$ cat config.mk
export PLATFORM = sky130hd
export DESIGN_NAME = mem_port_arbiter
export DESIGN_NICKNAME = d
export VERILOG_FILES = /design/src/rtl/mips_mem_pkg.sv /design/src/rtl/mem_port_arbiter.sv
export SDC_FILE = /design/constraint.sdc
export NUM_CORES = 1
export LEC_CHECK = 0
export ABC_AREA = 1
export CORE_AREA = 4 4 101 103
export DETAILED_ROUTE_END_ITERATION = 12
export DIE_AREA = 0 0 105 107
export HOLD_SLACK_MARGIN = 0.1
export PLACE_DENSITY = 0.74
export SLEW_MARGIN = 10
export SYNTH_ARGS = -nofsm -noshare
export SYNTH_HDL_FRONTEND = slang
export SYNTH_SLANG_ARGS = --single-unit
$ cat constraint.sdc
create_clock -name clk -period 2.4 [get_ports clk]
set_clock_uncertainty 0.05 [all_clocks]
set_input_delay 0.48 -clock clk [delete_from_list [all_inputs] [get_ports clk]]
set_output_delay 0.48 -clock clk [all_outputs]
set_load 0.02 [all_outputs]
$ cat src/rtl/mips_mem_pkg.sv
// ============================================================================
// Module : mips_mem_pkg
// Brief  : Shared FSM/owner encodings and default widths for mem_port_arbiter
// Rev    : 1.0  initial release
// ============================================================================
`default_nettype none

package mips_mem_pkg;

    localparam int DEF_ADDR_W     = 32;
    localparam int DEF_DATA_W     = 32;
    localparam int DEF_MEM_LAT    = 1;
    localparam int DEF_STARVE_MAX = 4;

    typedef enum logic [0:0] {
        ST_IDLE = 1'b0,
        ST_WAIT = 1'b1
    } state_e;

    typedef enum logic [0:0] {
        OWN_IF = 1'b0,
        OWN_D  = 1'b1
    } owner_e;

endpackage

`default_nettype wire

$ cat src/rtl/mem_port_arbiter.sv
// ============================================================================
// Module : mem_port_arbiter
// Brief  : Single-port memory arbiter between instruction fetch and data side
// Rev    : 1.0  initial release
// ============================================================================
`default_nettype none

module mem_port_arbiter
    import mips_mem_pkg::*;
#(
    parameter int ADDR_W     = DEF_ADDR_W,
    parameter int DATA_W     = DEF_DATA_W,
    parameter int MEM_LAT    = DEF_MEM_LAT,
    parameter int STARVE_MAX = DEF_STARVE_MAX
) (
    input  logic              clk,
    input  logic              reset,
    input  logic              if_req,
    input  logic [ADDR_W-1:0] if_addr,
    output logic              if_gnt,
    output logic              if_valid,
    output logic [DATA_W-1:0] if_rdata,
    input  logic              d_req,
    input  logic              d_we,
    input  logic [ADDR_W-1:0] d_addr,
    input  logic [DATA_W-1:0] d_wdata,
    output logic              d_gnt,
    output logic              d_valid,
    output logic [DATA_W-1:0] d_rdata,
    output logic              mem_en,
    output logic              mem_we,
    output logic [ADDR_W-1:0] mem_addr,
    output logic [DATA_W-1:0] mem_wdata,
    input  logic [DATA_W-1:0] mem_rdata,
    output logic              busy
);

    localparam int              SC_W       = ($clog2(STARVE_MAX + 1) < 1) ? 1 : $clog2(STARVE_MAX + 1);
    localparam logic [SC_W-1:0] STARVE_TOP = SC_W'(STARVE_MAX);
    localparam logic [1:0]      LAT_LOAD   = 2'(MEM_LAT - 1);

    state_e          state_q, state_d;
    owner_e          owner_q, owner_d;
    logic [1:0]      lat_q, lat_d;
    logic [SC_W-1:0] starve_q, starve_d;
    logic            we_q, we_d;
    logic            fetch_wins;

    always_ff @(posedge clk or posedge reset) begin
        if (reset) begin
            state_q  <= ST_IDLE;
            owner_q  <= OWN_IF;
            lat_q    <= 2'd0;
            starve_q <= '0;
            we_q     <= 1'b0;
        end else begin
            state_q  <= state_d;
            owner_q  <= owner_d;
            lat_q    <= lat_d;
            starve_q <= starve_d;
            we_q     <= we_d;
        end
    end

    assign fetch_wins = if_req && (!d_req || (starve_q == STARVE_TOP));

    always_comb begin
        state_d   = state_q;
        owner_d   = owner_q;
        lat_d     = lat_q;
        starve_d  = starve_q;
        we_d      = we_q;
        if_gnt    = 1'b0;
        d_gnt     = 1'b0;
        if_valid  = 1'b0;
        d_valid   = 1'b0;
        if_rdata  = '0;
        d_rdata   = '0;
        mem_en    = 1'b0;
        mem_we    = 1'b0;
        mem_addr  = '0;
        mem_wdata = '0;
        busy      = 1'b0;

        if (state_q == ST_WAIT) begin
            busy = 1'b1;
            if (lat_q == 2'd0) begin
                state_d = ST_IDLE;
                if (owner_q == OWN_IF) begin
                    if_valid = 1'b1;
                    if_rdata = mem_rdata;
                end else begin
                    d_valid = 1'b1;
                    // Writes complete with a valid pulse but carry no read data.
                    d_rdata = we_q ? '0 : mem_rdata;
                end
            end else begin
                lat_d = lat_q - 2'd1;
            end
        end else if (!reset) begin
            if (fetch_wins) begin
                if_gnt   = 1'b1;
                mem_en   = 1'b1;
                mem_addr = if_addr;
                state_d  = ST_WAIT;
                owner_d  = OWN_IF;
                we_d     = 1'b0;
                lat_d    = LAT_LOAD;
                starve_d = '0;
            end else if (d_req) begin
                d_gnt     = 1'b1;
                mem_en    = 1'b1;
                mem_we    = d_we;
                mem_addr  = d_addr;
                mem_wdata = d_wdata;
                state_d   = ST_WAIT;
                owner_d   = OWN_D;
                we_d      = d_we;
                lat_d     = LAT_LOAD;
                if (if_req && (starve_q != STARVE_TOP)) begin
                    starve_d = starve_q + 1'b1;
                end
            end
        end
    end

endmodule

`default_nettype wire

==> results of run 1 <==
-- repair_timing --
action                     CTS  global route
setup buffers                1             1
pin swaps                    1             1
resized for setup          337            78
setup endpoints to repair  132            96
gates cloned                 1             0
-- flip-flops by register name, summed over array words and instances, names as in the netlist --
name / flops
state_q: 1
starve_q: 3
owner_q: 1
lat_q: 2
we_q: 1
-- worst paths after layout --
check	from	end	slack (ns)	depth (start not counted)
min in group asynchronous	reset	starve_q[0]$_DFFE_PP0P_	0.64	4
worst min register to register	lat_q[1]$_DFFE_PP0P_	lat_q[1]$_DFFE_PP0P_	0.45	2
worst max-delay path	reset	mem_addr[31]	0.05	8
worst max register to register	state_q$_DFF_PP0_	starve_q[1]$_DFFE_PP0P_	0.93	8
max in group asynchronous	reset	we_q$_DFFE_PP0P_	1.53	4
worst min-delay path	lat_q[1]$_DFFE_PP0P_	lat_q[1]$_DFFE_PP0P_	0.45	2
-- per-layer routing --
metal,global-route usage (%),up-vias
li1,-,1542
met5,0,-
met2,34.01,195
met1,15.98,1355
met3,4.997,15
met4,3.093,0
-- report_power, final --
| part | internal (uW) | switching, uW | total, uW | leakage (uW) |
|---|---|---|---|---|
| clock | 109 | 55.4 | 164 | 0.0000216 |
| combinational | 440 | 493 | 933 | 0.00248 |
| sequential | 161 | 17.4 | 179 | 0.000104 |
-- worst register-to-register path: cells and delay by family, from the launching register on --
kind                   cells  cell delay, ns
and+or+nand+nor            4            0.29
buffers and inverters      4            0.57
DFF                        1            0.44
-- final cells by class --
cell class | count | share of cell area, %
clock buffers | 3 | 0.9801
inverters | 79 | 7.039
multi-input cells | 234 | 25.69
flip-flops and latches | 8 | 4.752
well taps | 111 | 3.297
repair buffers | 287 | 58.24
-- metrics by stage --
stage	TNS, ns	power [uW]
global route	-0.01883	1371
CTS	0	1284
detailed placement	-26.33	1203
floorplan	0	637.5
finish	0	1276
global placement	-24.41	1184
-- synth_stat cells (all sizes together) --
| library cell | number |
|---|---|
| nor2 | 103 |
| inv | 79 |
| nand3 | 72 |
| nand2 | 52 |
| buf | 16 |
| dfrtp | 8 |
| clkbuf | 6 |
| ha | 3 |
| o21ai | 2 |
| nor3 | 1 |
| or2 | 1 |
-- logic make-up (layout without fill, tap and decap cells) --
logic type,Yosys count,in the layout,synth area share (%)
AND/OR/NAND/NOR,229,229,59.79
adder cells (fa/ha/maj),3,3,2.201
flip-flops,8,8,11.74
buffers and inverters,101,369,25.68
AO/OA/AOI/OAI,2,2,0.5870
==> impl_metrics.ini, run 1 <==
[layout]
synthToLayoutAreaGrowth_pct = 147.0
mostFrequentLayoutCells = 131 x clkdlybuf4s50_1, 89 x nor2_1, 77 x inv_1, 72 x nand3_1, 50 x buf_2
register_area_um2 = 200.2
diodes = 0
multi_input_area_um2 = 1082
design_area_um2 = 4213
nFillCells = 1016
post_route_cells_drive_above_1_share_pct = 23.08
fin_cells = 722
fin_util_pct = 45.81
mostFrequentLayoutCell = clkdlybuf4s50_1
nets = 749

[timing]
rsz0062_at_grt = true
period_needed_ns = 2.349
setup_violations = 0
setup_ws_ns = 0.05075
report.final.slew_viol_count = 0
tightest_slew_ns = 0.4390
finalCritPeriodShare_pct = 97.89
hold_viol = 0
hold_slack_ns = 0.4456
max_freq_mhz = 425.7
slew_headroom_pct = 70.43

[clock_tree]
cts_inserted_buffers = 3
clock_latency_ns = 0.23
cts-hold-fix-buffers = 0
cts-htree-levels = 1
cts_buffer_depth = 2
cts_root_buf = clkbuf_8
clock_sinks = 8
clk_pin_slew_ns = 0.04
cts_tree = yes

[logic_synthesis]
syn_nets = 479
yosysSeqAreaShare_pct = 11.74
postSynthCellCount = 343
synth_top_area_share_pct = 21.13
synth_top_area_cell = nand3_1
syn_area_um2 = 1705
ys_warn_count = 0
avgSynthCellArea_um2 = 4.972
yosysUniqueCellTypes = 18
ys_seq_elements = 8
synth_area_leaders = nand3_1 21%, nor2_1 20%, inv_1 17%, dfrtp_1 12%, nand2_1 11%

[grt]
grt_max_degree = 34
grt_util_all_layers_pct = 16.49
grt_overflow = 0
grt_pass1_wl_um = 15280
first_global_vias = 3096
antenna_found_initial = 0

[placement]
io_buffer_count = 267
dp_hpwl_um = 8842
place_area_um2 = 4578
place_worst_setup_slack_ns = -0.4723
place_inst = 716
gp_congestion = 0.8630

[route]
wl_met2_um = 5404
antenna_left = 0
wire_per_inst_um = 14.21
drtIter0Drc = 128
drcViolationCount = 0
firstDrtPassIters = 5
dr_wl_met3_um = 992
wl_met1_um = 3704
vias_per_cell = 4.303
drt_wl_total_um = 10260
top_layer = met4
routed-via-count = 3107

[critical_path]
path_delay_family = buffers and inverters
critPathLaunchType = input pin
endpoint_kind = output port
criticalPathCategory = input pin to output port
slowest_stage = clkdlybuf4s50_1
required_ns = 1.87
cp_cell_sequence = clkdlybuf4s50_1, inv_2, nand2_4, nor2_4, bufbuf_16, nand3_1, nand2_1, buf_4
slowest_delay_ns = 0.43
crit_fanout = 16
cp.arrival_ns = 1.82
cp.buffers_inverters = 4

[floorplan]
fp.dieW_um = 105
core_area_um2 = 9196
rows = 35
ios = 268
start_util_pct = 18.54
dieArea_um2 = 11240
die_h_um = 107

[power]
p_per_area_nw_per_um2 = 302.9
ir_drop_v = 0.0001978
power.leakage_uw = 0.002607

[outcome]
status = finished clean

[min_path]
holdCritPathClass = register to register

[flow_run]
max_cap_violations = 0
No activity file was read; power rests on OpenSTA's default activity.
==> inputs of run 2 (changes only) <==
--- a/config.mk
+++ b/config.mk
@@ -6,11 +6,11 @@
 export NUM_CORES = 1
 export LEC_CHECK = 0
 export ABC_AREA = 1
-export CORE_AREA = 4 4 101 103
+export CORE_AREA = 2 2 105 107
 export DETAILED_ROUTE_END_ITERATION = 12
-export DIE_AREA = 0 0 105 107
+export DIE_AREA = 0 0 107 109
 export HOLD_SLACK_MARGIN = 0.1
-export PLACE_DENSITY = 0.74
+export PLACE_DENSITY = 0.68
 export SLEW_MARGIN = 10
 export SYNTH_ARGS = -nofsm -noshare
 export SYNTH_HDL_FRONTEND = slang
==> run 2 against run 1 <==
Net effect:
- flip-flop and latch count is the same
- non-clock buffer count fell by 1
- worst hold slack worse by 0.070 ns
- clock power barely moved
- setup slack improved by 0.012 ns
- global-route usage shrank 2.2 points
- count of clock-buffer cells in the layout stayed put
- combinational power rose by 2%
- design area increased by 6.4%
- register-to-register slack improved by 0.05 ns
- routed wire length down 8.1%
- first-iteration DRC count down 7.0%
- critical path type unchanged
- critical endpoint is now mem_en
==> impl_metrics.ini, run 2 (same netlist as run 1, synthesis figures left out) <==
[clock_tree]
cts_buffer_depth = 2
cts_tree = yes
cts-htree-levels = 1
cts_inserted_buffers = 3
clk_pin_slew_ns = 0.04
clock_sinks = 8
clock_latency_ns = 0.23
cts_root_buf = clkbuf_8

[placement]
dp_hpwl_um = 7892
gp_congestion = 0.7437
place_worst_setup_slack_ns = -0.4487
place_inst = 744
place_area_um2 = 4594
io_buffer_count = 267

[critical_path]
r2r-start = starve_q[0]$_DFFE_PP0P_
endpoint_kind = output port
reg2reg_depth = 8
crit_path_start = reset
crit_end = mem_en
criticalPathCategory = input pin to output port
required_ns = 1.87
rr_endpoint = owner_q$_DFFE_PP0P_
r2r_slack_ns = 0.98
cp.arrival_ns = 1.81
crit_fanout = 17
critPathLaunchType = input pin

[grt]
grt_overflow = 0
grt_max_degree = 35
grt_util_all_layers_pct = 14.29
first_global_vias = 2955
grt_pass1_wl_um = 13570
antenna_found_initial = 0

[power]
p_per_area_nw_per_um2 = 288.6
power.leakage_uw = 0.002629
ir_drop_v = 0.0002375

[route]
vias_per_cell = 4.115
top_layer = met4
dr_wl_met3_um = 1018
wl_met2_um = 4916
routed-via-count = 3086
wire_per_inst_um = 12.56
antenna_left = 0
drt_wl_total_um = 9423
drtIter0Drc = 119
drcViolationCount = 0
wl_met1_um = 3294
firstDrtPassIters = 4

[layout]
top_register = starve_q
fin_cells = 750
synthToLayoutAreaGrowth_pct = 162.9
largest_reg_flops = 3
reg_top3 = starve_q (3), lat_q (2)
mostFrequentLayoutCells = 132 x clkdlybuf4s50_1, 89 x nor2_1, 77 x inv_1, 72 x nand3_1, 62 x dlygate4sd2_1
mostFrequentLayoutCell = clkdlybuf4s50_1
diodes = 0
nFillCells = 1138
design_area_um2 = 4483
nets = 748
post_route_cells_drive_above_1_share_pct = 13.44

[timing]
rsz0062_at_grt = false
setup_violations = 0
hold_viol = 0
finalCritPeriodShare_pct = 97.39
max_freq_mhz = 427.8
tns_ns = 0
slew_headroom_pct = 70.14
setup_ws_ns = 0.06267
tightest_slew_ns = 0.4432
period_needed_ns = 2.337
report.final.slew_viol_count = 0
hold_slack_ns = 0.3758

[floorplan]
core_area_um2 = 10600
rows = 38
fp.dieW_um = 107
dieArea_um2 = 11660
start_util_pct = 16.08
ios = 268
die_h_um = 109

[outcome]
status = finished clean

[min_path]
holdCritPathClass = input pin to async pin

[flow_run]
max_cap_violations = 0
-- run 2: cell types whose count changed in the layout (fill, tap and decap cells not counted), sizes merged --
cell / before / now
buf: 84 / 19
bufbuf: 1 / 2
clkbuf: 32 / 37
clkdlybuf4s15: 3 / 36
clkdlybuf4s50: 131 / 132
dlygate4sd2: 36 / 62
dlymetal6s2s: 3 / 1
-- run 2: worst min path at each step --
stage	startpoint	end	slack, ns	cells past startpoint
after detailed placement	we_q$_DFFE_PP0P_	we_q$_DFFE_PP0P_	0.44	2
after global routing	reset	owner_q$_DFFE_PP0P_	0.39	3
after CTS	reset	owner_q$_DFFE_PP0P_	0.38	3
after global placement	we_q$_DFFE_PP0P_	we_q$_DFFE_PP0P_	0.42	2
final	reset	lat_q[1]$_DFFE_PP0P_	0.38	3
after floorplan	reset	lat_q[0]$_DFFE_PP0P_	0.26	1
-- run 2: timing repair --
item                                    in CTS  in global routing
endpoints found under the setup margin     132                 66
hold buffers                                 0                  0
gates cloned                                 2                  0
setup buffers                                1                  0
gates resized for setup                    150                105
pin swaps                                    1                  0
-- run 2: worst max-delay path: stages --
cell and delay, ns:
dlygate4sd2_1 0.26, inv_2 0.08, nand2_4 0.08, nor2_8 0.13, buf_12 0.16, clkdlybuf4s50_1 0.61
-- run 2: through the flow --
stage,util (%),power (uW)
finish,42.28,1294
global route,42.28,1388
CTS,43.01,1304
detailed placement,43.33,1190
global placement,43.33,1172
floorplan,-,637.5
-- run 2: final cells by class --
class                   count  area [um2]  area share, %
clock buffers               3       41.29         0.9210
well taps                 140       175.2          3.907
repair buffers            286        2693          60.06
multi-input cells         234        1077          24.03
inverters                  79       296.5          6.615
flip-flops and latches      8       200.2          4.466
-- run 2: power breakdown --
group          internal [uW]  switching [uW]  leakage (uW)  total [uW]
clock network            109            55.0     0.0000216         164
registers                161            19.1      0.000104         180
logic                    461             489       0.00250         950
-- run 2: metal layers --
layer | global-route usage, % | up-vias
li1 | - | 1543
met4 | 4.174 | 0
met1 | 13.82 | 1343
met5 | 0 | -
met2 | 28.84 | 187
met3 | 4.363 | 13
==> inputs of run 3 (changes only) <==
--- a/config.mk
+++ b/config.mk
@@ -10,6 +10,7 @@
 export DETAILED_ROUTE_END_ITERATION = 12
 export DIE_AREA = 0 0 107 109
 export HOLD_SLACK_MARGIN = 0.1
+export MAX_ROUTING_LAYER = met4
 export PLACE_DENSITY = 0.68
 export SLEW_MARGIN = 10
 export SYNTH_ARGS = -nofsm -noshare
==> run 3 against run 2 <==
Net effect:
- largest power group unchanged
- routed wire length is 0.13% higher
- die area unchanged
- count of clock-buffer cells in the layout did not move
- first-iteration DRC count is 16% higher
==> impl_metrics.ini, run 3 (same netlist as run 1, synthesis figures left out) <==
[route]
drt_wl_total_um = 9435
firstDrtPassIters = 4
wire_per_inst_um = 12.58
vias_per_cell = 4.120
drtIter0Drc = 138
routed-via-count = 3090
antenna_left = 0
drcViolationCount = 0

[layout]
top_register = starve_q
largest_reg_flops = 3
mostFrequentLayoutCells = 132 x clkdlybuf4s50_1, 89 x nor2_1, 77 x inv_1, 72 x nand3_1, 59 x dlygate4sd2_1
reg_top3 = starve_q (3), lat_q (2)
diodes = 0
post_route_cells_drive_above_1_share_pct = 13.28
synthToLayoutAreaGrowth_pct = 163.4
nets = 748
mostFrequentLayoutCell = clkdlybuf4s50_1

[grt]
first_global_vias = 2961
grt_max_degree = 35
antenna_found_initial = 0
grt_overflow = 0
grt_pass1_wl_um = 13560
top_usage_layer = met2
grt_util_all_layers_pct = 14.73
grtUsageMet3_pct = 3.168
use_met1_pct = 14.65
grtUsageMet2_pct = 28.80

[clock_tree]
clock_latency_ns = 0.23
cts_root_buf = clkbuf_8
clk_pin_slew_ns = 0.04
clock_sinks = 8
cts-htree-levels = 1
cts_buffer_depth = 2
cts_tree = yes
cts-hold-fix-buffers = 0
cts_inserted_buffers = 3

[critical_path]
cp.arrival_ns = 1.81
required_ns = 1.87
endpoint_kind = output port
criticalPathCategory = input pin to output port
critPathLaunchType = input pin
crit_path_start = reset
crit_fanout = 17
r2r_slack_ns = 0.98
r2r-start = starve_q[0]$_DFFE_PP0P_

[timing]
report.final.slew_viol_count = 0
tightest_slew_ns = 0.4432
rsz0062_at_grt = false
slew_headroom_pct = 70.14
setup_violations = 0
period_needed_ns = 2.339
hold_viol = 0
max_freq_mhz = 427.6
finalCritPeriodShare_pct = 97.44
tns_ns = 0

[floorplan]
die_h_um = 109
fp.dieW_um = 107
start_util_pct = 16.08
core_area_um2 = 10600
dieArea_um2 = 11660
ios = 268
rows = 38

[power]
ir_drop_v = 0.0002385
power.total_uw = 1295
p_per_area_nw_per_um2 = 288.4
power.leakage_uw = 0.002619

[placement]
io_buffer_count = 267
gp_congestion = 0.7530
dp_hpwl_um = 7892

[outcome]
status = finished clean

[min_path]
holdCritPathClass = input pin to async pin

[flow_run]
max_cap_violations = 0
-- run 3: cell count changes in the layout (fill, tap and decap cells not counted), sizes merged --
| cell | previous run | this run |
|---|---|---|
| clkbuf | 37 | 36 |
| dlygate4sd2 | 62 | 59 |
| clkdlybuf4s15 | 36 | 40 |
-- run 3: final timing paths --
path                                           endpoint  cells after the start
max in group asynchronous       starve_q[0]$_DFFE_PP0P_                      3
worst min register to register         we_q$_DFFE_PP0P_                      2
worst max-delay path                             mem_en                      6
worst min-delay path               lat_q[1]$_DFFE_PP0P_                      3
worst max register to register      owner_q$_DFFE_PP0P_                      8
min in group clk                       we_q$_DFFE_PP0P_                      2
-- run 3: repair_timing --
item | CTS | global route
resized for setup | 150 | 107
gates cloned | 2 | 0
pin swaps | 1 | 0
setup buffers | 1 | 0
endpoints found under the setup margin | 132 | 68
-- run 3: layout make-up --
class / count / area (um2)
Timing Repair Buffer: 286 / 2701
Multi-Input combinational cell: 234 / 1077
Tap cell: 140 / 175.2
Sequential cell: 8 / 200.2
Fill cell: 1133 / 6111
Clock buffer: 3 / 41.29
Inverter: 79 / 296.5
-- run 3: where the power goes --
group          internal (uW)  leakage (uW)  switching, uW  total [uW]
clock network            109     0.0000216           55.1         164
registers                161      0.000104           19.1         180
logic                    462       0.00249            489         951
-- run 3: metal layers --
metal  part of all wire, %  vias to the layer above
met5                     0                        -
met4                   2.0                        0
met3                   9.4                       13
met2                    52                      195
met1                    37                     1339
li1                      -                     1543
-- run 3: metrics by stage --
stage	utilization [%]	area (um2)	hold WS (ns)	worst slack (ns)	instances
after CTS	43.01	4561	0.3833	0.01089	750
final	42.36	4492	0.3759	0.06145	750
after floorplan	-	1705	0.2613	0.3167	343
after global routing	42.36	4492	0.3926	0.0005129	750
after global placement	43.33	4594	0.4212	-0.4178	744
after detailed placement	43.33	4594	0.4437	-0.4487	744
-- run 3: critical path: stages --
cell             delay [ns]
dlygate4sd2_1          0.26
inv_2                  0.08
nand2_4                0.08
nor2_8                 0.13
buf_12                 0.16
clkdlybuf4s50_1        0.61
